### src/rtl/trig_coinc_pkg.sv
// Shared definitions for the multiplicity coincidence trigger:
// FSM state encoding and an elaboration-time ceil(log2) helper.
package trig_coinc_pkg;

    typedef enum logic [1:0] {
        ST_IDLE    = 2'd0,
        ST_FIRE    = 2'd1,
        ST_HOLDOFF = 2'd2
    } coinc_state_e;

    // Number of bits needed to represent v distinct values (0 for v <= 1).
    function automatic int unsigned clog2(input int unsigned v);
        int unsigned r;
        r = 0;
        for (int unsigned p = 1; p < v; p = p << 1) begin
            r = r + 1;
        end
        return r;
    endfunction

endpackage

### src/rtl/coinc_window_stretcher.sv
// Per-channel hit edge detector and retriggerable coincidence window.
// A rising edge of the combined trigger level (re)loads the window
// down-counter; the channel is "open" while the counter is nonzero.
module coinc_window_stretcher
    import trig_coinc_pkg::*;
#(
    parameter int unsigned WINDOW_W = 4
) (
    input  logic                fast_clk_i,
    input  logic                rst_n_i,
    input  logic                hit_i,
    input  logic                clear_i,
    input  logic [WINDOW_W-1:0] window_i,
    output logic                open_o
);

    logic                r_hit_q;
    logic                r_hit_qq;
    logic [WINDOW_W-1:0] r_cnt;
    logic                w_new_hit;
    logic [WINDOW_W-1:0] w_load;

    assign w_new_hit = r_hit_q & ~r_hit_qq;
    assign w_load    = (window_i == '0) ? WINDOW_W'(1) : window_i;
    assign open_o    = (r_cnt != '0);

    // Two-stage hit pipeline for edge detection, so a multi-cycle
    // upstream pulse only opens one window.
    always_ff @(posedge fast_clk_i or negedge rst_n_i) begin
        if (!rst_n_i) begin
            r_hit_q  <= 1'b0;
            r_hit_qq <= 1'b0;
        end else begin
            r_hit_q  <= hit_i;
            r_hit_qq <= r_hit_q;
        end
    end

    // Window counter: clear has priority (trigger fired or disarmed);
    // an edge that is dropped by clear is consumed, not deferred.
    always_ff @(posedge fast_clk_i or negedge rst_n_i) begin
        if (!rst_n_i) begin
            r_cnt <= '0;
        end else if (clear_i) begin
            r_cnt <= '0;
        end else if (w_new_hit) begin
            r_cnt <= w_load;
        end else if (r_cnt != '0) begin
            r_cnt <= r_cnt - 1'b1;
        end
    end

endmodule

### src/rtl/trigger_multiplicity_coinc.sv
// Station-level multiplicity trigger: stretches each channel's new hit
// into a coincidence window, counts open channels, and issues a single
// cycle trigger followed by a programmable holdoff when the count
// reaches the threshold.
module trigger_multiplicity_coinc
    import trig_coinc_pkg::*;
#(
    parameter int unsigned NUM_CH    = 4,
    parameter int unsigned MULT_W    = 3,
    parameter int unsigned WINDOW_W  = 4,
    parameter int unsigned HOLDOFF_W = 8,
    parameter int unsigned COUNT_W   = 16
) (
    input  logic                 fast_clk_i,
    input  logic                 rst_n_i,
    input  logic [NUM_CH-1:0]    trig_p_i,
    input  logic [NUM_CH-1:0]    trig_n_i,
    input  logic                 enable_i,
    input  logic [WINDOW_W-1:0]  window_i,
    input  logic [MULT_W-1:0]    threshold_i,
    input  logic [HOLDOFF_W-1:0] holdoff_i,
    output logic                 trig_o,
    output logic [NUM_CH-1:0]    trig_pattern_o,
    output logic [MULT_W-1:0]    multiplicity_o,
    output logic                 busy_o,
    output logic [COUNT_W-1:0]   trig_count_o
);

    if (MULT_W < clog2(NUM_CH + 1)) begin : g_bad_mult_w
        $error("MULT_W is too narrow to hold a count of NUM_CH channels");
    end

    coinc_state_e         r_state;
    coinc_state_e         w_state_nxt;
    logic [NUM_CH-1:0]    w_open;
    logic [NUM_CH-1:0]    w_hit;
    logic                 w_clear;
    logic [MULT_W-1:0]    w_popcount;
    logic [MULT_W-1:0]    r_mult_q;
    logic                 w_fire_cond;
    logic [HOLDOFF_W-1:0] r_holdoff_cnt;
    logic [NUM_CH-1:0]    r_pattern;
    logic [MULT_W-1:0]    r_mult_lat;
    logic [COUNT_W-1:0]   r_count;

    assign w_hit   = trig_p_i | trig_n_i;
    // Windows are wiped in FIRE so the hits that caused this trigger
    // cannot fire again, and held empty while disarmed.
    assign w_clear = ~enable_i | (r_state == ST_FIRE);

    for (genvar g = 0; g < NUM_CH; g++) begin : g_ch
        coinc_window_stretcher #(
            .WINDOW_W (WINDOW_W)
        ) u_stretch (
            .fast_clk_i (fast_clk_i),
            .rst_n_i    (rst_n_i),
            .hit_i      (w_hit[g]),
            .clear_i    (w_clear),
            .window_i   (window_i),
            .open_o     (w_open[g])
        );
    end

    // Count of simultaneously open channels.
    always_comb begin
        w_popcount = '0;
        for (int unsigned i = 0; i < NUM_CH; i++) begin
            w_popcount = w_popcount + MULT_W'(w_open[i]);
        end
    end

    // Register the multiplicity ahead of the threshold compare.
    always_ff @(posedge fast_clk_i or negedge rst_n_i) begin
        if (!rst_n_i) begin
            r_mult_q <= '0;
        end else begin
            r_mult_q <= w_popcount;
        end
    end

    assign w_fire_cond = enable_i && (threshold_i != '0) && (r_mult_q >= threshold_i);

    // FSM state register.
    always_ff @(posedge fast_clk_i or negedge rst_n_i) begin
        if (!rst_n_i) begin
            r_state <= ST_IDLE;
        end else begin
            r_state <= w_state_nxt;
        end
    end

    // FSM next-state logic.
    always_comb begin
        w_state_nxt = r_state;
        unique case (r_state)
            ST_IDLE:    if (w_fire_cond) w_state_nxt = ST_FIRE;
            ST_FIRE:    w_state_nxt = ST_HOLDOFF;
            ST_HOLDOFF: if (r_holdoff_cnt == '0) w_state_nxt = ST_IDLE;
            default:    w_state_nxt = ST_IDLE;
        endcase
    end

    // FSM outputs.
    always_comb begin
        trig_o = (r_state == ST_FIRE);
        busy_o = (r_state != ST_IDLE);
    end

    // Holdoff counter: loaded in FIRE, counts down through HOLDOFF.
    always_ff @(posedge fast_clk_i or negedge rst_n_i) begin
        if (!rst_n_i) begin
            r_holdoff_cnt <= '0;
        end else if (r_state == ST_FIRE) begin
            r_holdoff_cnt <= holdoff_i;
        end else if ((r_state == ST_HOLDOFF) && (r_holdoff_cnt != '0)) begin
            r_holdoff_cnt <= r_holdoff_cnt - 1'b1;
        end
    end

    // Latch trigger info and bump the saturating counter on IDLE->FIRE.
    always_ff @(posedge fast_clk_i or negedge rst_n_i) begin
        if (!rst_n_i) begin
            r_pattern  <= '0;
            r_mult_lat <= '0;
            r_count    <= '0;
        end else if ((r_state == ST_IDLE) && w_fire_cond) begin
            r_pattern  <= w_open;
            r_mult_lat <= r_mult_q;
            if (r_count != '1) begin
                r_count <= r_count + 1'b1;
            end
        end
    end

    assign trig_pattern_o = r_pattern;
    assign multiplicity_o = r_mult_lat;
    assign trig_count_o   = r_count;

endmodule

### config.mk
export PLATFORM = sky130hd
export DESIGN_NAME = trigger_multiplicity_coinc
export DESIGN_NICKNAME = d
export VERILOG_FILES = /design/src/rtl/trig_coinc_pkg.sv /design/src/rtl/coinc_window_stretcher.sv /design/src/rtl/trigger_multiplicity_coinc.sv
export SDC_FILE = /design/constraint.sdc
export NUM_CORES = 1
export LEC_CHECK = 0
export ABC_AREA = 1
export CAP_MARGIN = 20
export CORE_MARGIN = 1.5
export CORE_UTILIZATION = 50
export DETAILED_ROUTE_END_ITERATION = 10
export GPL_TIMING_DRIVEN = 1
export PLACE_DENSITY = 0.74
export SYNTH_ARGS = -nofsm -noshare
export SYNTH_HDL_FRONTEND = slang
export SYNTH_HIERARCHICAL = 1
export SYNTH_SLANG_ARGS = --single-unit
### constraint.sdc
create_clock -name fast_clk_i -period 5.8 [get_ports fast_clk_i]
set_input_delay 1.16 -clock fast_clk_i [delete_from_list [all_inputs] [get_ports fast_clk_i]]
set_output_delay 1.16 -clock fast_clk_i [all_outputs]
set_load 0.02 [all_outputs]
### After elaboration in Yosys (flattened, before gate mapping)

Cells that the tools add are included.

| cells by class | value |
|---|---|
| add/subtract/negate cells | 9 |
| $lt $le $gt $ge | 1 |
| equality and inequality tests | 5 |
| mux-type cells | 18 |
| bitwise logic cells | 11 |
| reduce and logical (&&, ||, !) cells | 21 |

Operators by type and width:

| cell | number |
|---|---|
| $mux 4 | 13 |
| $add 16x1->16 const B | 1 |
| $mux 8 | 2 |
| $ne 16x16->1 const B | 1 |
| $reduce_bool 4->1 | 4 |
| $sub 4x1->4 const B | 4 |
| $reduce_bool 3->1 | 5 |
| $logic_not 8->1 | 1 |
| $reduce_bool 8->1 | 1 |
| $sub 8x1->8 const B | 1 |
| $pmux 2 s3 | 1 |
| $not 1->1 | 5 |
| $and 1x1->1 | 4 |
| $logic_and 1x1->1 | 4 |
| $logic_not 4->1 | 1 |
| $mux 2 | 2 |
| $ne 2x2->1 const B | 2 |
| $or 4x4->4 | 1 |
| $reduce_and 2->1 | 2 |
| $reduce_bool 2->1 | 2 |
| $add 2x1->3 | 1 |
| $add 3x1->3 | 1 |
| $ge 3x3->1 | 1 |
| $add 1x1->2 | 1 |
| 4 further kinds | 4 |

| word-level totals | value |
|---|---|
| register bits | 60 |
| input port bits | 26 |
| output and inout port bits | 25 |
| logic and storage cells | 83 |

### Logic depth before layout (Yosys ltp)

Gate-level depths: netlist (run 1).

| logic depth | value |
|---|---|
| depth after elaboration | 5 |
| mapped depth | 10 |

### Hierarchy

Netlist (run 1), hierarchy kept.

By module, submodules not included:

| module | times used | cells an instance | area an instance (µm²) |
|---|---|---|---|
| trigger_multiplicity_coinc | 1 | 292 | 2,188.3 |
| coinc_window_stretcher | 4 | 54 | 384.1 |

### Worst setup path after synthesis (run 1)

No wires, ideal clock.

| path | value |
|---|---|
| path kind | input port to flip-flop |
| start point | input port threshold_i[2] |
| end point | register r_count[3], in the netlist trig_count_o[3] |
| arrival | 2,178 ps |
| path slack | 3,548 ps |
| stages | 9 |
| path buffers | 1 |
| path through | inv_1 ha_1 nand2_1 o21ai_1 nand2_1 nor2_4 buf_6 nand2_1 o21ai_2 |

| on the way | value |
|---|---|
| word-level cells in the longest chain between the ends | 5 |

Ends and longest elaborated chain:

| element | line | text |
|---|---|---|
| from (decl) | trigger_multiplicity_coinc.sv:20 | `input logic [MULT_W-1:0] threshold_i,` |
| parallel branches: the longest is 2 deep, another holds $ge 3x3->1 | -- |  |
| $logic_and 1x1->1 * | trigger_multiplicity_coinc.sv:81 | `assign w_fire_cond = enable_i && (threshold_i != '0) && (r_mult_q >= threshold_i);` |
| $logic_and 1x1->1 * | trigger_multiplicity_coinc.sv:126 | `end else if ((r_state == ST_IDLE) && w_fire_cond) begin` |
| $reduce_and 2->1 (no source line) * | -- |  |
| to (signal assigned) | trigger_multiplicity_coinc.sv:130 | `r_count <= r_count + 1'b1;` |
| to (decl) | trigger_multiplicity_coinc.sv:44 | `logic [COUNT_W-1:0] r_count;` |

Mark *: on every way between the ends.
A chain may end at the register's enable or synchronous reset.

### Final worst setup path (run 1)

| path | value |
|---|---|
| start point | input port threshold_i[2] |
| end point | register r_count[12], in the netlist trig_count_o[12] |

The elaborated chain is that of the path after synthesis.

==> results of run 1 <==
==> worst min path at each step <==
stage | slack, ns | depth (start not counted) | to | start
after floorplan | 0.43 | 0 | g_ch[0].u_stretch/r_hit_qq$_DFF_PN0_ | g_ch[0].u_stretch/r_hit_q$_DFF_PN0_
after global placement | 0.44 | 0 | g_ch[3].u_stretch/r_hit_qq$_DFF_PN0_ | g_ch[3].u_stretch/r_hit_q$_DFF_PN0_
after global routing | 0.47 | 0 | g_ch[3].u_stretch/r_hit_qq$_DFF_PN0_ | g_ch[3].u_stretch/r_hit_q$_DFF_PN0_
after CTS | 0.46 | 0 | g_ch[3].u_stretch/r_hit_qq$_DFF_PN0_ | g_ch[3].u_stretch/r_hit_q$_DFF_PN0_
final | 0.46 | 0 | g_ch[3].u_stretch/r_hit_qq$_DFF_PN0_ | g_ch[3].u_stretch/r_hit_q$_DFF_PN0_
after detailed placement | 0.45 | 0 | g_ch[3].u_stretch/r_hit_qq$_DFF_PN0_ | g_ch[3].u_stretch/r_hit_q$_DFF_PN0_
==> cell families (layout without fill, tap and decap cells) <==
kind of cell	Yosys count	count (layout)	synth area share [%]
and+or+nand+nor	306	306	38.0
xor gates and xnor gates	9	9	2.12
buffers and inverters	85	147	9.07
AOI/OAI and AO/OA	35	35	5.91
DFF	60	60	40.3
adders and majority gates	13	13	4.57
==> metrics by stage <==
step                hold WS [ns]  cells  power, mW
global placement           0.443    653       1.77
global route               0.473    669       2.33
detailed placement         0.447    653       1.81
CTS                        0.459    669       2.14
finish                     0.456    669       2.12
floorplan                  0.429    508       1.50
==> cell type report <==
| type | instances | area [µm²] |
|---|---|---|
| inverter | 80 | 300 |
| fill | 653 | 2740 |
| timing repair buffer | 51 | 503 |
| sequential | 60 | 1500 |
| clock inverter | 2 | 10.0 |
| clock buffer | 14 | 153 |
| tap | 99 | 124 |
| multi-input combinational | 363 | 1890 |
==> per-layer routing <==
| layer | vias to the layer above | GRT usage [%] | part of all wire, % |
|---|---|---|---|
| met4 | 0 | 10.1 | 2.0 |
| met5 | - | 0 | 0 |
| li1 | 1678 | - | - |
| met2 | 85 | 36.2 | 47 |
| met1 | 1505 | 25.0 | 45 |
| met3 | 11 | 4.06 | 5.5 |
==> worst register-to-register path, delay by kind of cell (launching register included) <==
kind / cells / cell delay, ns
AND/OR/NAND/NOR: 5 / 1.09
flip-flops: 1 / 0.38
adder cells (fa/ha/maj): 1 / 0.30
buffers and inverters: 1 / 0.21
AO/OA/AOI/OAI: 1 / 0.13
==> flip-flops by register name, summed over array words and instances (netlist names) <==
| register | flops |
|---|---|
| g_ch.u_stretch/r_cnt | 16 |
| trig_count_o | 16 |
| r_holdoff_cnt | 8 |
| g_ch.u_stretch/r_hit_q | 4 |
| g_ch.u_stretch/r_hit_qq | 4 |
| trig_pattern_o | 4 |
| multiplicity_o | 3 |
| r_mult_q | 3 |
| r_state | 2 |
==> where the power goes <==
part           leakage [nW]  switching (mW)  total, mW  internal [mW]
combinational          1.40           0.641       1.08          0.438
sequential            0.756           0.145      0.718          0.572
clock                0.0844           0.157      0.323          0.166
total                  2.24           0.943       2.12           1.18
==> layout by cell type, fill, tap and decap left out, drive strengths merged <==
cell type,n
fa,1
a21oi,5
nor2,70
clkbuf,14
buf,2
nand3b,1
dfrtp,60
ha,12
inv,80
clkinv,2
clkdlybuf4s50,49
xor2,9
a21boi,1
nand4,3
or2,7
nand2,170
nand3,54
o21ai,28
nor3,1
o22ai,1
==> flow_metrics.env, run 1 <==
export IMPL_grt_overflow=0
export IMPL_dr_pass1_iters=4
export IMPL_crit_path_end="trig_count_o[12]$_DFFE_PN0P_"
export IMPL_clock_sinks=60
export IMPL_final_core_util_pct=62.1
export IMPL_synth_seq_cells=60
export IMPL_synth_top_area_share_pct=40.3
export IMPL_path_depth=10
export IMPL_worstPathArrival_ns=3.40
export IMPL_cts_max_path_buffers=2
export IMPL_drt_wirelength_per_cell_um=11.3
export IMPL_routabilityCongestion=0.863
export IMPL_netlist_top_cells_count="nand2_1, inv_1, dfrtp_1"
export IMPL_worstPathCellList="clkdlybuf4s50_1 -> inv_1 -> ha_1 -> nand2_1 -> o21ai_1 -> nand2_1 -> nor2_4 -> inv_2 -> nand2_1 -> nand2_1"
export IMPL_holdBufCountCts=0
export IMPL_synth_main_ff_cell="dfrtp_1"
export IMPL_numCtsBuffers=9
export IMPL_drive_above_1_share_pct=12.6
export IMPL_cts_setup_buffers=0
export IMPL_dieHeight_um=89.3
export IMPL_maxCapViolCount=0
export IMPL_grt_pass1_vias=3076
export IMPL_netlist_area_um2=3720
export IMPL_cp_max_fo=24
export IMPL_antenna_found_initial=0
export IMPL_slew_violations=0
export IMPL_num_rows=31
export IMPL_hold_violations=0
export IMPL_yosys_warnings=6
export IMPL_fin_ws_ns=2.64
export IMPL_die_w_um=89.3
export IMPL_syn_nets=547
export IMPL_place_ws_ns=2.28
export IMPL_fin_crit_ns=3.16
export IMPL_ys_top_cells_by_area="dfrtp_1, nand2_1, inv_1, nand3_1, nor2_1"
export IMPL_grt_max_degree=61
export IMPL_relSlewSlack_pct=49.9
export IMPL_worstSkewPairLatency_ns=0.34
export IMPL_grt_setup_unrepaired="no"
export IMPL_cp_slowest_cell="nor2_4"
export IMPL_dp_hpwl_um=5590
export IMPL_max_freq_mhz=316
export IMPL_p_leak_nw=2.24
export IMPL_ant_nets=0
export IMPL_synth_distinct_cells=26
export IMPL_synth_seq_area_share_pct=40.3
export IMPL_tightestPinTransition_ns=0.752
export IMPL_r2r_end="trig_count_o[12]$_DFFE_PN0P_"
export IMPL_end_kind="register"
export IMPL_synth_avg_cell_area_um2=7.33
export IMPL_synth_most_common_cell="nand2_1"
export IMPL_post_dp_cell_area_um2=4310
export IMPL_path_clk_slew_ns=0.06
export IMPL_vdd_drop_max_mv=0.235
export IMPL_cp_top_family="simple AND/OR/NAND/NOR gates"
export IMPL_start_kind="input pin"
export IMPL_vias=3279
export IMPL_core_area_um2=7210
export IMPL_cpMostUsedCell="nand2_1"
export IMPL_nNetsFinal=604
export IMPL_globalRouteTotalUtil_pct=20.9
export IMPL_clock_skew_ns=0.00765
export IMPL_cp_slowest_stage_delay_ns=0.59
export IMPL_vias_per_cell=4.90
export IMPL_synth_top_area_cell="dfrtp_1"
export IMPL_pin_count=51
export IMPL_reg2reg_from="r_mult_q[2]$_DFF_PN0_"
export IMPL_start_util_pct=51.6
export IMPL_root_buffer="clkbuf_8"
export IMPL_synthCells=508
export IMPL_timing_setup_tns_ns=0
export IMPL_drcViolationCount=0
export IMPL_status="complete, no violations"
export IMPL_fp_dieArea_um2=7980
export IMPL_cp_startpoint="threshold_i[2]"
export IMPL_path_buf_inv=3
export IMPL_fin_area_um2=4480
export IMPL_synth_edff_count=0
export IMPL_grt_pass1_wl_um=12900
export IMPL_r2r_slack_ns=3.60
export IMPL_cts_max_level=3
export IMPL_hold_class="register to register"
export IMPL_area_delta_synth_final_pct=20.2
export IMPL_fin_crit_sh_pct=54.6
export IMPL_finalSetupViolCount=0
export IMPL_num_antenna_cells=0
export IMPL_power_density_nw_per_um2=473
export IMPL_worst_ep_required_time_ns=6.03
export IMPL_criticalPathCategory="input pin to register"
export IMPL_drtIter0Drc=122
export IMPL_tritoncts="built"
export IMPL_async_flop_share_pct=100
export IMPL_reg2regPathDepth=8
export IMPL_io_buffers=50
export IMPL_cts_resized_gates=0
export IMPL_wirelength_um=7530
(Power assumes the default switching activity.)
==> run 2: changes to the inputs <==
PLACE_DENSITY = 0.77   (was 0.74)
clock period = 2.7 ns   (was 5.8 ns; I/O delays follow)
==> run 2 against run 1 <==
Via count grew 0.73%. First-iteration DRC count grew 48%. Critical path depth shrank 6. Non-clock buffer count grew 4. Largest power group unchanged.
==> flow_metrics.env, run 2 (synthesis results as in run 1) <==
export IMPL_worstPathCellList="inv_1 -> nand2_1 -> inv_1 -> clkdlybuf4s50_1"
export IMPL_cp_slowest_cell="clkdlybuf4s50_1"
export IMPL_reg2reg_from="g_ch[1].u_stretch/r_cnt[0]$_DFFE_PN0P_"
export IMPL_hold_violations=0
export IMPL_antenna_found_initial=0
export IMPL_finalSetupViolCount=0
export IMPL_cpMostUsedCell="inv_1"
export IMPL_cp_max_fo=6
export IMPL_hold_class="input pin to asynchronous set/reset pin"
export IMPL_fp_dieArea_um2=7980
export IMPL_area_delta_synth_final_pct=22.4
export IMPL_ant_nets=0
export IMPL_power_density_nw_per_um2=1040
export IMPL_worstSkewPairLatency_ns=0.33
export IMPL_grt_pass1_vias=3134
export IMPL_io_buffers=50
export IMPL_fin_crit_sh_pct=80.4
export IMPL_total_power_mw=4.74
export IMPL_grt_overflow=0
export IMPL_p_leak_nw=2.29
export IMPL_vias=3303
export IMPL_end_kind="output port"
export IMPL_drcViolationCount=0
export IMPL_vdd_drop_max_mv=0.480
export IMPL_vias_per_cell=4.92
export IMPL_cts_resized_gates=0
export IMPL_criticalPathCategory="register to output port"
export IMPL_dp_hpwl_um=5950
export IMPL_path_buf_inv=3
export IMPL_r2r_end="r_mult_q[1]$_DFF_PN0_"
export IMPL_grt_setup_unrepaired="no"
export IMPL_wirelength_um=7800
export IMPL_r2r_slack_ns=0.68
export IMPL_num_antenna_cells=0
export IMPL_nNetsFinal=608
export IMPL_ff_latch_area_um2=1500
export IMPL_final_common_cell="nand2_1"
export IMPL_num_rows=31
export IMPL_tightestPinTransition_ns=0.615
export IMPL_status="complete, no violations"
export IMPL_worst_ep_required_time_ns=2.16
export IMPL_cts_max_level=3
export IMPL_routabilityCongestion=0.859
export IMPL_grt_pass1_wl_um=13600
export IMPL_start_util_pct=51.6
export IMPL_reg2regPathDepth=8
export IMPL_clock_sinks=60
export IMPL_multi_input_area_um2=1890
export IMPL_fin_ws_ns=0.530
export IMPL_maxCapViolCount=0
export IMPL_timing_setup_tns_ns=0
export IMPL_cp_startpoint="r_state[1]$_DFFE_PN0P_"
export IMPL_clock_skew_ns=0.0107
export IMPL_globalRouteTotalUtil_pct=22.4
export IMPL_hold_slack_ns=0.210
export IMPL_worstPathArrival_ns=1.63
export IMPL_drive_above_1_share_pct=13.4
export IMPL_holdBufCountCts=0
export IMPL_pin_count=51
export IMPL_fin_crit_ns=2.17
export IMPL_fillerInstances=645
export IMPL_relSlewSlack_pct=59.0
export IMPL_final_cell_mix="nand2_1, inv_1, dfrtp_1"
export IMPL_tritoncts="built"
export IMPL_dieHeight_um=89.3
export IMPL_max_freq_mhz=461
export IMPL_drtIter0Drc=181
export IMPL_drt_wirelength_per_cell_um=11.6
export IMPL_slew_violations=0
export IMPL_cts_setup_buffers=0
export IMPL_path_clk_slew_ns=0.07
export IMPL_place_ws_ns=0.365
export IMPL_grt_max_degree=37
export IMPL_numCtsBuffers=9
export IMPL_cts_max_path_buffers=2
export IMPL_dr_pass1_iters=4
export IMPL_root_buffer="clkbuf_8"
export IMPL_start_kind="register"
export IMPL_cp_slowest_stage_delay_ns=0.63
export IMPL_core_area_um2=7210
export IMPL_die_w_um=89.3
export IMPL_cp_top_family="buffers and inverters"
-- run 2: changes by cell type in the layout (fill, tap and decap cells not counted) --
cell       delta
buf_4         +3
clkbuf_1      -2
clkbuf_8      +2
clkinv_2      -2
buf_12        +1
bufinv_16     +1
-- run 2: report_power, final --
part	internal (mW)	switching (mW)
clock	0.498	0.337
sequential	1.23	0.314
combinational	0.965	1.40
total	2.69	2.05
-- run 2: area by class of cell --
type	count	share of cell area, %
Multi-Input combinational cell	363	41.4
Sequential cell	60	32.9
Clock inverter	1	0.659
Tap cell	99	2.72
Timing Repair Buffer	55	12.0
Inverter	80	6.59
Clock buffer	14	3.79
-- run 2: per-layer routing --
| metal | track usage (%) | share of wire, % | wire (µm) | vias to the layer above |
|---|---|---|---|---|
| met1 | 27.4 | 44 | 3420 | 1528 |
| met5 | 0 | 0 | 0 | - |
| met4 | 9.93 | 1.8 | 142 | 0 |
| li1 | - | - | - | 1690 |
| met2 | 37.6 | 50 | 3900 | 73 |
| met3 | 5.26 | 4.3 | 337 | 12 |
-- run 2: stage by stage --
stage | std cells | area, µm² | util, %
2_1_floorplan | 508 | 3720 | -
3_3_place_gp | 657 | 4360 | 60.4
3_5_place_dp | 657 | 4360 | 60.4
4_1_cts | 672 | 4560 | 63.2
5_1_grt | 672 | 4560 | 63.2
6_report | 672 | 4560 | 63.2
-- run 2: how the worst max path moves through the flow --
stage | slack, ns | end | cells after the start
after floorplan | 0.78 | r_mult_q[1]$_DFF_PN0_ | 8
after global placement | 0.42 | trig_count_o[4]$_DFFE_PN0P_ | 10
after detailed placement | 0.37 | trig_count_o[13]$_DFFE_PN0P_ | 10
after CTS | 0.51 | trig_o | 4
after global routing | 0.40 | trig_o | 4
final | 0.53 | trig_o | 4
